File: src/rtl/blkser_pkg.sv
// Shared types and helpers for the block serialiser: FSM states, byte width,
// and the byte-offset selection used to pick the next serialised byte.
package blkser_pkg;

  localparam int unsigned BYTE_W = 8;

  typedef enum logic {
    IDLE,
    SERIAL
  } state_t;

  // LSB position of the byte emitted at position idx of a block of n_bytes
  function automatic int unsigned byte_lsb(input int unsigned idx,
                                           input logic msb_first,
                                           input int unsigned n_bytes);
    if (msb_first) begin
      return BYTE_W * (n_bytes - 1 - idx);
    end
    return BYTE_W * idx;
  endfunction

endpackage

File: src/rtl/block_serializer_fifo_if.sv
// Block-input handshake plus byte-output FIFO read side of the serialiser.
// r_last exists only when BLKSER_LAST_TAG_EN is defined.
interface block_serializer_fifo_if
  import blkser_pkg::*;
#(
  parameter int BLOCK_BYTES = 16,
  parameter int FIFO_DEPTH  = 32
);
  localparam int CNT_W = $clog2(FIFO_DEPTH) + 1;

  logic                            blk_valid;
  logic                            blk_ready;
  logic [BYTE_W*BLOCK_BYTES-1:0]   blk_data;
  logic                            msb_first;
  logic                            r_enable;
  logic [BYTE_W-1:0]               r_data;
  logic                            empty;
  logic                            full;
  logic [CNT_W-1:0]                count;
  logic                            busy;
`ifdef BLKSER_LAST_TAG_EN
  logic                            r_last;

  modport master (
    output blk_valid, blk_data, msb_first, r_enable,
    input  blk_ready, r_data, empty, full, count, busy, r_last
  );
  modport slave (
    input  blk_valid, blk_data, msb_first, r_enable,
    output blk_ready, r_data, empty, full, count, busy, r_last
  );
`else
  modport master (
    output blk_valid, blk_data, msb_first, r_enable,
    input  blk_ready, r_data, empty, full, count, busy
  );
  modport slave (
    input  blk_valid, blk_data, msb_first, r_enable,
    output blk_ready, r_data, empty, full, count, busy
  );
`endif

endinterface

File: src/rtl/blkser_fifo.sv
// First-word fall-through FIFO with separate occupancy counter; a write is
// accepted when full only if a read happens on the same edge.
module blkser_fifo #(
  parameter int WIDTH = 8,
  parameter int DEPTH = 32
) (
  input  logic                     clk,
  input  logic                     n_rst,
  input  logic                     wr_en,
  input  logic [WIDTH-1:0]         wr_data,
  input  logic                     rd_en,
  output logic [WIDTH-1:0]         rd_data,
  output logic                     empty,
  output logic                     full,
  output logic [$clog2(DEPTH):0]   count
);
  localparam int ADDR_W = $clog2(DEPTH);

  logic [WIDTH-1:0]  mem [DEPTH];
  logic [ADDR_W-1:0] wr_ptr_reg;
  logic [ADDR_W-1:0] rd_ptr_reg;
  logic [ADDR_W:0]   count_reg;
  logic              do_rd;
  logic              do_wr;

  assign empty   = (count_reg == '0);
  assign full    = (count_reg == (ADDR_W+1)'(DEPTH));
  assign count   = count_reg;
  assign do_rd   = rd_en && !empty;
  assign do_wr   = wr_en && (!full || do_rd);
  assign rd_data = mem[rd_ptr_reg];

  always_ff @(posedge clk) begin
    if (do_wr) begin
      mem[wr_ptr_reg] <= wr_data;
    end
  end

  // Pointers wrap naturally because DEPTH is a power of two
  always_ff @(posedge clk) begin
    if (!n_rst) begin
      wr_ptr_reg <= '0;
      rd_ptr_reg <= '0;
      count_reg  <= '0;
    end else begin
      if (do_wr) begin
        wr_ptr_reg <= wr_ptr_reg + ADDR_W'(1);
      end
      if (do_rd) begin
        rd_ptr_reg <= rd_ptr_reg + ADDR_W'(1);
      end
      case ({do_wr, do_rd})
        2'b10:   count_reg <= count_reg + (ADDR_W+1)'(1);
        2'b01:   count_reg <= count_reg - (ADDR_W+1)'(1);
        default: count_reg <= count_reg;
      endcase
    end
  end

endmodule

File: src/rtl/block_serializer_fifo.sv
// Captures a wide block on handshake and writes its bytes one per cycle into a
// FWFT FIFO. Define BLKSER_LAST_TAG_EN to tag each block's final byte (r_last).
module block_serializer_fifo
  import blkser_pkg::*;
#(
  parameter int BLOCK_BYTES = 16,
  parameter int FIFO_DEPTH  = 32
) (
  input  logic                    clk,
  input  logic                    n_rst,
  block_serializer_fifo_if.slave  bus
);
  localparam int ADDR_W = $clog2(FIFO_DEPTH);
  localparam int IDX_W  = $clog2(BLOCK_BYTES);
  localparam int BLK_W  = BYTE_W * BLOCK_BYTES;
`ifdef BLKSER_LAST_TAG_EN
  localparam int ENTRY_W = BYTE_W + 1;
`else
  localparam int ENTRY_W = BYTE_W;
`endif

  state_t            state_reg, state_next;
  logic [IDX_W-1:0]  idx_reg, idx_next;
  logic [BLK_W-1:0]  held_reg, held_next;
  logic              msb_reg, msb_next;

  logic              wr_en;
  logic              blk_ready;
  logic              busy;
  logic [BYTE_W-1:0] sel_byte;
  logic              last_byte;
  logic [ENTRY_W-1:0] wr_entry;
  logic [ENTRY_W-1:0] rd_entry;
  logic              fifo_empty;
  logic              fifo_full;
  logic [ADDR_W:0]   fifo_count;

  assign sel_byte  = held_reg[byte_lsb(32'(idx_reg), msb_reg, BLOCK_BYTES) +: BYTE_W];
  assign last_byte = (idx_reg == IDX_W'(BLOCK_BYTES - 1));

  always_ff @(posedge clk) begin
    if (!n_rst) begin
      state_reg <= IDLE;
      idx_reg   <= '0;
      held_reg  <= '0;
      msb_reg   <= 1'b0;
    end else begin
      state_reg <= state_next;
      idx_reg   <= idx_next;
      held_reg  <= held_next;
      msb_reg   <= msb_next;
    end
  end

  always_comb begin
    state_next = state_reg;
    idx_next   = idx_reg;
    held_next  = held_reg;
    msb_next   = msb_reg;
    wr_en      = 1'b0;
    blk_ready  = 1'b0;
    busy       = 1'b0;
    case (state_reg)
      IDLE: begin
        blk_ready = 1'b1;
        if (bus.blk_valid) begin
          held_next  = bus.blk_data;
          msb_next   = bus.msb_first;
          idx_next   = '0;
          state_next = SERIAL;
        end
      end
      SERIAL: begin
        busy = 1'b1;
        // A pop on the same edge frees the slot even when the FIFO is full
        if (!fifo_full || (bus.r_enable && !fifo_empty)) begin
          wr_en    = 1'b1;
          idx_next = idx_reg + IDX_W'(1);
          if (last_byte) begin
            idx_next   = '0;
            state_next = IDLE;
          end
        end
      end
      default: state_next = IDLE;
    endcase
  end

`ifdef BLKSER_LAST_TAG_EN
  assign wr_entry   = {last_byte, sel_byte};
  assign bus.r_last = rd_entry[BYTE_W] && !fifo_empty;
`else
  assign wr_entry   = sel_byte;
`endif

  blkser_fifo #(
    .WIDTH (ENTRY_W),
    .DEPTH (FIFO_DEPTH)
  ) u_fifo (
    .clk     (clk),
    .n_rst   (n_rst),
    .wr_en   (wr_en),
    .wr_data (wr_entry),
    .rd_en   (bus.r_enable),
    .rd_data (rd_entry),
    .empty   (fifo_empty),
    .full    (fifo_full),
    .count   (fifo_count)
  );

  assign bus.r_data    = rd_entry[BYTE_W-1:0];
  assign bus.empty     = fifo_empty;
  assign bus.full      = fifo_full;
  assign bus.count     = fifo_count;
  assign bus.blk_ready = blk_ready;
  assign bus.busy      = busy;

endmodule

File: src/flat_wrapper.sv
// flat-port wrapper written by rule: the top's interface ports become plain ports
module block_serializer_fifo_flat import blkser_pkg::*;
#(
  parameter int BLOCK_BYTES = 16,
  parameter int FIFO_DEPTH  = 32
)
  (clk, n_rst, bus_blk_valid, bus_blk_data, bus_msb_first, bus_r_enable, bus_blk_ready, bus_r_data, bus_empty, bus_full, bus_count, bus_busy);
  block_serializer_fifo_if #(.BLOCK_BYTES(BLOCK_BYTES), .FIFO_DEPTH(FIFO_DEPTH)) bus_i ();
  input  logic clk;
  input  logic n_rst;
  input wire logic [$bits(bus_i.blk_valid)-1:0] bus_blk_valid;
  input wire logic [$bits(bus_i.blk_data)-1:0] bus_blk_data;
  input wire logic [$bits(bus_i.msb_first)-1:0] bus_msb_first;
  input wire logic [$bits(bus_i.r_enable)-1:0] bus_r_enable;
  output wire logic [$bits(bus_i.blk_ready)-1:0] bus_blk_ready;
  output wire logic [$bits(bus_i.r_data)-1:0] bus_r_data;
  output wire logic [$bits(bus_i.empty)-1:0] bus_empty;
  output wire logic [$bits(bus_i.full)-1:0] bus_full;
  output wire logic [$bits(bus_i.count)-1:0] bus_count;
  output wire logic [$bits(bus_i.busy)-1:0] bus_busy;
  assign bus_i.blk_valid = bus_blk_valid;
  assign bus_i.blk_data = bus_blk_data;
  assign bus_i.msb_first = bus_msb_first;
  assign bus_i.r_enable = bus_r_enable;
  assign bus_blk_ready = bus_i.blk_ready;
  assign bus_r_data = bus_i.r_data;
  assign bus_empty = bus_i.empty;
  assign bus_full = bus_i.full;
  assign bus_count = bus_i.count;
  assign bus_busy = bus_i.busy;
  block_serializer_fifo #(.BLOCK_BYTES(BLOCK_BYTES), .FIFO_DEPTH(FIFO_DEPTH)) u_core (.clk(clk), .n_rst(n_rst), .bus(bus_i));
endmodule
File: config.mk
export PLATFORM = sky130hd
export DESIGN_NAME = block_serializer_fifo_flat
export DESIGN_NICKNAME = d
export VERILOG_FILES = /design/src/rtl/blkser_pkg.sv /design/src/rtl/block_serializer_fifo_if.sv /design/src/rtl/blkser_fifo.sv /design/src/rtl/block_serializer_fifo.sv /design/src/flat_wrapper.sv
export SDC_FILE = /design/constraint.sdc
export NUM_CORES = 1
export LEC_CHECK = 0
export CAP_MARGIN = 10
export CORE_ASPECT_RATIO = 1.25
export CORE_MARGIN = 5
export CORE_UTILIZATION = 45
export CTS_BUF_LIST = sky130_fd_sc_hd__clkbuf_8
export CTS_CLUSTER_DIAMETER = 60
export DETAILED_ROUTE_END_ITERATION = 7
export DONT_BUFFER_PORTS = 1
export PLACE_DENSITY_LB_ADDON = 0.2
export SLEW_MARGIN = 20
export SYNTH_ARGS = -nofsm -noshare
export SYNTH_HDL_FRONTEND = slang
export SYNTH_HIERARCHICAL = 1
export SYNTH_SLANG_ARGS = --single-unit
File: constraint.sdc
create_clock -name clk -period 4.1 [get_ports clk]
set_input_delay 0.205 -clock clk [delete_from_list [all_inputs] [get_ports clk]]
set_output_delay 0.205 -clock clk [all_outputs]
set_load 0.005 [all_outputs]
==> impl_metrics.csv, run 1 <==
group,metric,value,unit
clock_network,clk_pin_slew_worst_paths,0.07,ns
sta,tns,0,ns
clock_network,insertion_delay,0.62,ns
sta,setup_viol,0,
sta,rsz0062_at_grt,"no",
cells_and_area,multiInputGateArea,6830,sq um
floorplan,num_io_pins,151,
sta,relSlewSlack,40.8,%
grt,grt_max_degree,154,
sta,fin_ws,0.310,ns
sta,period_share,92.4,%
synth,synth_flop_cell,"edfxtp_1",
grt,grt_use_met1,25.6,%
pwr,p_per_area,493,nW/um^2
grt,grt_use_total,20.6,%
synth,syn_area,18200,sq um
cells_and_area,final_common_cell,"nand2_1",
floorplan,initial_core_util,45.5,%
clock_network,cts-resized-gates,0,
clock_network,numCtsBuffers,66,
run,max-cap-violations,0,
clock_network,clkSinkCount,411,
grt,met3_usage,3.55,%
floorplan,coreArea,40000,sq um
cells_and_area,fillers,3349,
setup_path,worst-setup-path-type,"reg -> reg",
sta,finClkSkew,0.0383,ns
placement,numPortBuffers,0,
cells_and_area,layout.nets,1690,
floorplan,dieWidth,190,microns
pwr,max-vdd-ir-drop,0.265,mV
clock_network,htreeDepth,3,
setup_path,end_kind,"register",
placement,dp_slack,0.344,ns
clock_network,cts_buffer_depth,3,
sta,slew_violations,0,
pwr,p_leak,7.15,nW
grt,grt_most_used_layer,"met2",
cells_and_area,ff_latch_area,10800,sq um
sta,fmax,264,MHz
cells_and_area,largest_register_ffs,256,
route,avgViaCountPerCell,5.63,
floorplan,die_h,235,microns
grt,antenna_found_initial,2,
synth,synthTopCellsByArea,"edfxtp_1 42%, dfxtp_1 17%, mux4_2 9.9%",
clock_network,cts_tree,"done",
min_path,hp-class,"in -> reg",
route,via_count,11846,
synth,ys_async_sr_fraction,0,%
synth,synthCells,1426,
setup_path,critical_path_required,4.67,ns
synth,yosysTopAreaCell,"edfxtp_1",
setup_path,path_max_fanout,7,
route,detail-route-antenna-nets,0,
route,drt_pass1_iterations,5,
grt,grt.overflow.total,0,
route,drtIter0Drc,852,
synth,seq_area_frac_synth,59.3,%
setup_path,arrival,4.36,ns
placement,place_hpwl,30.1,mm
grt,grtUsageMet2,36.5,%
route,wire_per_inst,22.0,microns
grt,grt_pass1_wl,72.1,mm
synth,synth_edf_count,256,
floorplan,num_rows,82,
cells_and_area,area_growth,17.1,%
synth,ys_ff_latch,411,
cells_and_area,drive_gt1_share,14.8,%
setup_path,cp-start-kind,"register",
sta,layout_min_cycle_time,3.79,ns
clock_network,root_buffer,"clkbuf_8",
synth,avgSynthCellArea,12.8,sq um
placement,place_congestion,0.814,
grt,grt_pass1_vias,12349,
synth,yosysUniqueCellTypes,62,
status,status,"complete, no violations",
synth,syn-num-nets,1570,
floorplan,die-area,44600,sq um
synth,yosysWarningCount,6,
route,drc,0,
synth,synth_top_cell_area_share,42.2,%
sta,hold_violations,0,
sta,worst_slew_pin_slew,0.888,ns
cells_and_area,layout_common_cells,"292 x nand2_1, 256 x edfxtp_1, 150 x dfxtp_1, 132 x dlygate4sd3_1, 131 x a21boi_0",
route,drt-total-wl,46.3,mm
[per-stage QoR]
stage	power [mW]	instance area [sq um]	utilization, %	hold WS (ns)	instances
global route	11.0	21300	53.3	0.0856	2105
finish	10.5	21300	53.3	0.0609	2105
CTS	10.6	21300	53.2	0.0173	2101
global placement	6.75	18600	46.4	0.341	1848
detailed placement	6.77	18600	46.4	0.342	1848
floorplan	6.26	18200	-	0.350	1426
[path summary, 6_finish.rpt]
| check | from | endpoint | slack (ns) | cells after the start |
|---|---|---|---|---|
| setup reg to reg | u_core/u_fifo/count[0] | u_core/u_fifo/count[5] | 0.31 | 12 |
| hold reg to reg | u_core/held_reg[109] | u_core/held_reg[109] | 0.47 | 2 |
| setup / recovery | u_core/u_fifo/count[0] | u_core/u_fifo/count[5] | 0.31 | 12 |
| hold / removal | n_rst | u_core/u_fifo/count[5] | 0.06 | 2 |
[critical path, stage by stage (launching register included)]
cell and delay [ns]:
dfxtp_1 0.35, or4_1 0.72, nor3_1 0.36, a21o_1 0.27
inv_1 0.09, or2_1 0.34, inv_4 0.13, ha_1 0.28
and3_1 0.21, a2111o_1 0.46, o31a_1 0.30, o22ai_1 0.12
o21a_1 0.12
[final cells by class]
type | count | share of cell area, %
Multi-Input combinational cell | 889 | 32.0
Inverter | 18 | 0.329
Sequential cell | 411 | 50.6
Antenna cell | 2 | 0.0235
Clock buffer | 72 | 4.65
Tap cell | 504 | 2.96
Timing Repair Buffer | 160 | 7.51
Clock inverter | 49 | 1.87
[power breakdown]
part | leakage, nW | switching (mW) | internal [mW]
registers | 3.62 | 0.230 | 4.63
clock network | 0.804 | 1.67 | 2.03
logic | 2.72 | 1.03 | 0.924
[cells by family after synthesis]
group	synth area share [%]
fa+ha+maj	0.797
mux	14.3
xor+xnor	0.522
simple gates	9.46
flops	59.3
buf+inv	3.31
compound gates	12.3
[per-layer routing]
metal / routed length, microns / vias to the layer above / part of all wire [%]
li1: - / 5546 / -
met1: 18600 / 5865 / 40
met2: 24500 / 363 / 53
met3: 2080 / 72 / 4.5
met4: 1080 / 0 / 2.3
met5: 0 / - / 0
[synthesized netlist by cell type, drive strengths merged, types with 2 or more instances]
cell      n
nor3      5
mux2     10
clkbuf   57
a222oi    8
o221ai    9
nor2b    11
mux4     80
o21ai    17
a31o      6
a221oi    8
xnor2     7
ha       10
o22ai    10
nor3b     3
o31a      2
nor2     42
or3b      2
a22oi    17
a211oi    8
dfxtp   155
inv      18
o21a      5
nand3    14
mux2i    67
xor2      3
or3       2
edfxtp  256
o211ai   10
buf      51
a21o     10
a21boi  131
a22o     26
nand3b    3
nand2   294
nand2b    6
and2     13
and3      5
or2       4
a21oi    33
[repair_timing]
action / CTS / global route
endpoints found under the setup margin: 0 / 0
endpoints found under the hold margin: 155 / 15
setup buffers: 0 / 0
hold buffers: 132 / 1
Note: power is estimated with default switching activity, not from simulation.
==> run 2: changes to the inputs <==
- ABC_AREA: not set -> 1
- HOLD_SLACK_MARGIN: not set -> 0.02
==> run 2 against run 1 <==
Against the previous run: worst setup slack better by 0.46 ns; maximum frequency is 14% higher; global-route usage rose by 0.31 points; die area shrank 1.8%; highest routed layer unchanged.
==> impl_metrics.csv, run 2 <==
group,metric,value,unit
pwr,max-vdd-ir-drop,0.280,mV
cells_and_area,largest_register_ffs,256,
cells_and_area,final_common_cell,"nand2_1",
sta,rsz0062_at_grt,"no",
sta,fin_ws,0.773,ns
synth,syn-num-nets,2081,
cells_and_area,layout.nets,2204,
setup_path,rr_worst_depth,8,
floorplan,die-area,43800,sq um
route,wl_met3,2.47,mm
clock_network,htreeDepth,2,
placement,placed_cells,2353,
cells_and_area,drive_gt1_share,7.08,%
placement,numPortBuffers,0,
clock_network,cts_tree,"done",
pwr,p_per_area,518,nW/um^2
sta,period_share,81.1,%
synth,yosysWarningCount,6,
clock_network,root_buffer,"clkbuf_8",
grt,grt_pass1_vias,13565,
grt,grt_max_degree,152,
grt,grt_pass1_wl,73.5,mm
placement,dp_slack,1.09,ns
synth,avgSynthCellArea,9.22,sq um
sta,fmax,301,MHz
floorplan,num_io_pins,151,
sta,layout_min_cycle_time,3.33,ns
cells_and_area,fillers,3500,
synth,synth_flop_cell,"edfxtp_1",
route,detail-route-antenna-nets,0,
run,max-cap-violations,0,
floorplan,die_h,233,microns
grt,grt.overflow.total,0,
route,dr_wl_met2,23.1,mm
synth,yosysTopAreaCell,"edfxtp_1",
route,drt_pass1_iterations,5,
clock_network,insertion_delay,0.62,ns
clock_network,clk_pin_slew_worst_paths,0.06,ns
setup_path,worst-setup-path-type,"reg -> out",
route,via_count,13705,
synth,seq_area_frac_synth,60.4,%
route,drt-total-wl,46.4,mm
setup_path,critical_path_required,3.89,ns
floorplan,num_rows,81,
route,highest_layer,"met4",
pwr,fin_total_pwr,10.7,mW
pwr,p_leak,8.21,nW
route,avgViaCountPerCell,5.26,
synth,synthCells,1937,
sta,relSlewSlack,30.7,%
synth,ys_ff_latch,411,
cells_and_area,layout_common_cells,"493 x nand2_1, 348 x nand3_1, 256 x edfxtp_1, 176 x inv_1, 153 x dfxtp_1",
min_path,hold_end,"u_core/state_reg",
route,wire_per_inst,17.8,microns
min_path,hold_depth,5,
setup_path,r2r_start,"u_core/msb_reg",
synth,yosysUniqueCellTypes,30,
grt,grt_use_total,20.9,%
min_path,hold_start,"bus_r_enable",
sta,slew_violations,0,
synth,synthTopCellsByCount,"495 x nand2_1, 348 x nand3_1, 256 x edfxtp_1",
route,drc,0,
setup_path,path_max_fanout,78,
synth,ys_async_sr_fraction,0,%
setup_path,cp-start-kind,"register",
setup_path,rr_endpoint,"u_core/u_fifo/mem[6][4]",
grt,antenna_found_initial,1,
synth,synth.most_common_cell,"nand2_1",
clock_network,numCtsBuffers,60,
floorplan,coreArea,39200,sq um
cells_and_area,area_growth,15.9,%
setup_path,reg2reg_slack,1.07,ns
placement,place_hpwl,28.3,mm
sta,worst_slew_pin_slew,1.04,ns
status,status,"complete, no violations",
synth,syn_area,17900,sq um
min_path,hp-class,"in -> reg",
cells_and_area,fin_cells,2604,
synth,synth_edf_count,256,
route,m1WireLength,19.4,mm
synth,synthTopCellsByArea,"edfxtp_1 43%, dfxtp_1 17%, nand2_1 10%",
placement,place_congestion,0.853,
cells_and_area,final_area,20700,sq um
clock_network,cts_buffer_depth,3,
route,drtIter0Drc,1049,
setup_path,end_kind,"primary output",
sta,tns,0,ns
placement,placed_cell_area,18100,sq um
floorplan,initial_core_util,45.5,%
floorplan,dieWidth,188,microns
clock_network,cts-resized-gates,0,
sta,hold_violations,0,
setup_path,arrival,3.12,ns
synth,synth_top_cell_area_share,43.0,%
sta,setup_viol,0,
clock_network,clkSinkCount,411,
sta,finClkSkew,0.0377,ns
run 2: kinds of logic (layout without fill, tap and decap cells):
family / after synthesis / after routing / share of synthesized area (%)
AND/OR/NAND/NOR: 945 / 945 / 23.0
flip-flops: 411 / 411 / 60.4
buffers and inverters: 281 / 449 / 7.35
AO/OA/AOI/OAI: 280 / 280 / 7.84
adder cells (fa/ha/maj): 11 / 11 / 0.812
XOR/XNOR: 9 / 9 / 0.630
other: 0 / 1 / 0
run 2: timing repair:
item,4_1_cts,5_1_grt
hold buffers,143,0
buffers inserted,0,0
endpoints found under the hold margin,155,0
run 2: worst max-delay path by stage:
| stage | startpoint | end | slack, ns | cells past startpoint |
|---|---|---|---|---|
| detailed placement | u_core/msb_reg | u_core/u_fifo/mem[15][4] | 1.09 | 7 |
| global route | register | bus_r_data[3] | 0.47 | 10 |
| floorplan | u_core/u_fifo/count[1] | u_core/u_fifo/count[5] | 1.86 | 18 |
| global placement | u_core/msb_reg | u_core/u_fifo/mem[17][5] | 1.21 | 8 |
| CTS | register | bus_r_data[3] | 0.68 | 10 |
| finish | register | bus_r_data[1] | 0.77 | 10 |
run 2: worst max-delay path, cell delays in order, from the launching register on:
cell     delay [ns]
dfxtp_4        0.41
buf_4          0.43
buf_4          0.74
nand2_1        0.13
nand3_1        0.13
nand3_1        0.10
nand2_1        0.13
nand2_1        0.06
nand2_1        0.14
nand2_1        0.06
nand2_1        0.10
run 2: routing by layer:
metal / up-vias / global-route usage [%]
li1: 6757 / -
met1: 6420 / 26.7
met2: 438 / 36.2
met3: 90 / 3.36
met4: 0 / 7.64
met5: - / 0
run 2: power breakdown:
part,internal (mW),switching [mW],total [mW]
clock network,1.60,1.49,3.09
registers,4.78,0.113,4.90
logic,0.831,1.92,2.75
run 2: metrics by stage:
stage,hold slack [ns],utilization [%]
after CTS,0.0313,52.8
after floorplan,0.337,-
after detailed placement,0.349,46.2
final,0.0778,52.8
after global placement,0.343,46.2
after global routing,0.0790,52.8
run 2: layout make-up:
class	instances	area [sq um]	area share [%]
clock buffers	73	1000	4.85
flip-flops and latches	411	10800	52.1
clock inverters	34	144	0.695
multi-input cells	1245	5780	27.9
well taps	498	623	3.01
repair buffers	180	1760	8.47
inverters	162	612	2.95
diodes	1	2.50	0.0121
==> run 3: changes to the inputs <==
- clock period: 4.1 -> 3 ns (I/O delays scaled with it)
==> run 3 against run 2 <==
Against the previous run: total power rose by 42%; clock power rose by 45%; cell area rose by 1.4%; via count rose by 2.2%; sequential share of layout area fell by 0.73 points; critical path depth rose by 5; final cell count rose by 1.0%; flip-flop and latch count did not move; register-to-register slack got worse by 0.87 ns; global-route usage rose by 0.92 points; sequential power rose by 36%.
==> impl_metrics.csv, run 3 (synthesis results as in run 2) <==
group,metric,value,unit
status,status,"complete, no violations",
clock_network,cts_buffer_depth,3,
clock_network,htreeDepth,3,
placement,placed_cells,2371,
floorplan,dieWidth,188,microns
floorplan,die-area,43800,sq um
floorplan,die_h,233,microns
setup_path,arrival,3.28,ns
setup_path,critical_path_required,3.48,ns
placement,place_hpwl,30.4,mm
pwr,p_leak,8.35,nW
run,max-cap-violations,0,
sta,fmax,357,MHz
floorplan,num_rows,81,
cells_and_area,fin_cells,2630,
sta,hold_violations,0,
cells_and_area,area_growth,17.6,%
min_path,hp-class,"in -> reg",
setup_path,crit_path_top_delay_cell,"dlygate4sd3_1",
route,avgViaCountPerCell,5.33,
cells_and_area,final_common_cell,"nand2_1",
clock_network,clk_pin_slew_worst_paths,0.06,ns
sta,layout_min_cycle_time,2.80,ns
setup_path,cp-start-kind,"register",
pwr,max-vdd-ir-drop,0.396,mV
clock_network,insertion_delay,0.62,ns
grt,grt_pass1_vias,14136,
route,via_count,14008,
setup_path,crit_path_frequent_cell,"inv_1",
pwr,p_per_area,727,nW/um^2
clock_network,cts_tree,"done",
cells_and_area,layout.nets,2224,
setup_path,path_max_fanout,7,
sta,period_share,93.5,%
setup_path,reg2reg_slack,0.20,ns
setup_path,critical-path-max-stage-delay,0.57,ns
floorplan,initial_core_util,45.5,%
clock_network,numCtsBuffers,67,
placement,place_congestion,0.847,
clock_network,clkSinkCount,411,
placement,numPortBuffers,0,
route,drt_pass1_iterations,6,
cells_and_area,layout_common_cells,"492 x nand2_1, 348 x nand3_1, 256 x edfxtp_1, 179 x inv_1, 151 x dfxtp_1",
grt,antenna_found_initial,1,
route,detail-route-antenna-nets,0,
grt,grt_max_degree,148,
grt,grt_pass1_wl,75.9,mm
clock_network,root_buffer,"clkbuf_8",
sta,worst_slew_pin_slew,0.966,ns
sta,slew_violations,0,
sta,relSlewSlack,35.3,%
sta,setup_viol,0,
route,drt-total-wl,48.6,mm
sta,finClkSkew,0.0352,ns
setup_path,crit_chain,"nor2_1, nand3_2, inv_1, inv_1, nand2_1, nand2_1, nand2_2, inv_2, inv_1, nand2_4, nand2_4, o21ai_0, dlygate4sd3_1, nor2_1, dlygate4sd3_1",
cells_and_area,drive_gt1_share,8.26,%
setup_path,end_kind,"register",
floorplan,coreArea,39200,sq um
grt,grt.overflow.total,0,
cells_and_area,fillers,3514,
sta,tns,0,ns
route,drc,0,
route,drtIter0Drc,1091,
sta,rsz0062_at_grt,"no",
floorplan,num_io_pins,151,
setup_path,worst-setup-path-type,"reg -> reg",
grt,grt_use_total,21.9,%
route,wire_per_inst,18.5,microns
cells_and_area,largest_register_ffs,256,
==> run 3: timing repair <==
action | in CTS | in global routing
resized for setup | 0 | 5
buffers inserted | 0 | 0
hold buffers | 138 | 0
setup endpoints to repair | 0 | 2
endpoints found under the hold margin | 155 | 0
==> run 3: final cells by class <==
class | count | area [sq um] | share of cell area (%)
tap | 498 | 623 | 2.97
clock buffer | 75 | 1030 | 4.91
sequential | 411 | 10800 | 51.4
clock inverter | 45 | 193 | 0.917
timing repair buffer | 193 | 1970 | 9.40
inverter | 162 | 612 | 2.91
antenna | 1 | 2.50 | 0.0119
multi-input combinational | 1245 | 5780 | 27.5
==> run 3: per-stage QoR <==
step                      total power [mW]  util, %  cell area, sq um  hold slack (ns)  worst slack, ns
after floorplan                       9.56        -             17900            0.282            0.763
after global placement                10.7     46.9             18400            0.288            0.392
after detailed placement              10.7     46.9             18400            0.297            0.358
after CTS                             15.4     53.5             21000            0.214           0.0536
after global routing                  16.2     53.6             21000            0.256           0.0260
final                                 15.3     53.6             21000            0.271            0.196
==> run 3: final timing paths <==
path | startpoint | endpoint | cells after the start
max | u_core/u_fifo/count[4] | u_core/u_fifo/count[1] | 15
min | bus_blk_data[65] | u_core/held_reg[65] | 3
max reg2reg | u_core/u_fifo/count[4] | u_core/u_fifo/count[1] | 15
min reg2reg | u_core/held_reg[108] | u_core/held_reg[108] | 2
==> run 3: per-layer routing <==
metal	global-route usage, %	vias to the layer above	share of wire (%)
li1	-	6809	-
met1	26.5	6598	41
met2	38.2	487	50
met3	4.16	114	5.7
met4	9.36	0	3.8
met5	0	-	0
==> run 3: report_power, final <==
part	switching, mW	leakage [nW]	total, mW	internal [mW]
logic	2.85	4.02	4.14	1.28
registers	0.138	3.61	6.67	6.54
clock network	2.18	0.725	4.47	2.29
total	5.17	8.35	15.3	10.1
==> run 3: critical path: cells and delay by family (launching register included) <==
kind	cells	cell delay (ns)
buf+inv	6	1.45
simple gates	8	0.67
compound gates	1	0.15
flops	1	0.42
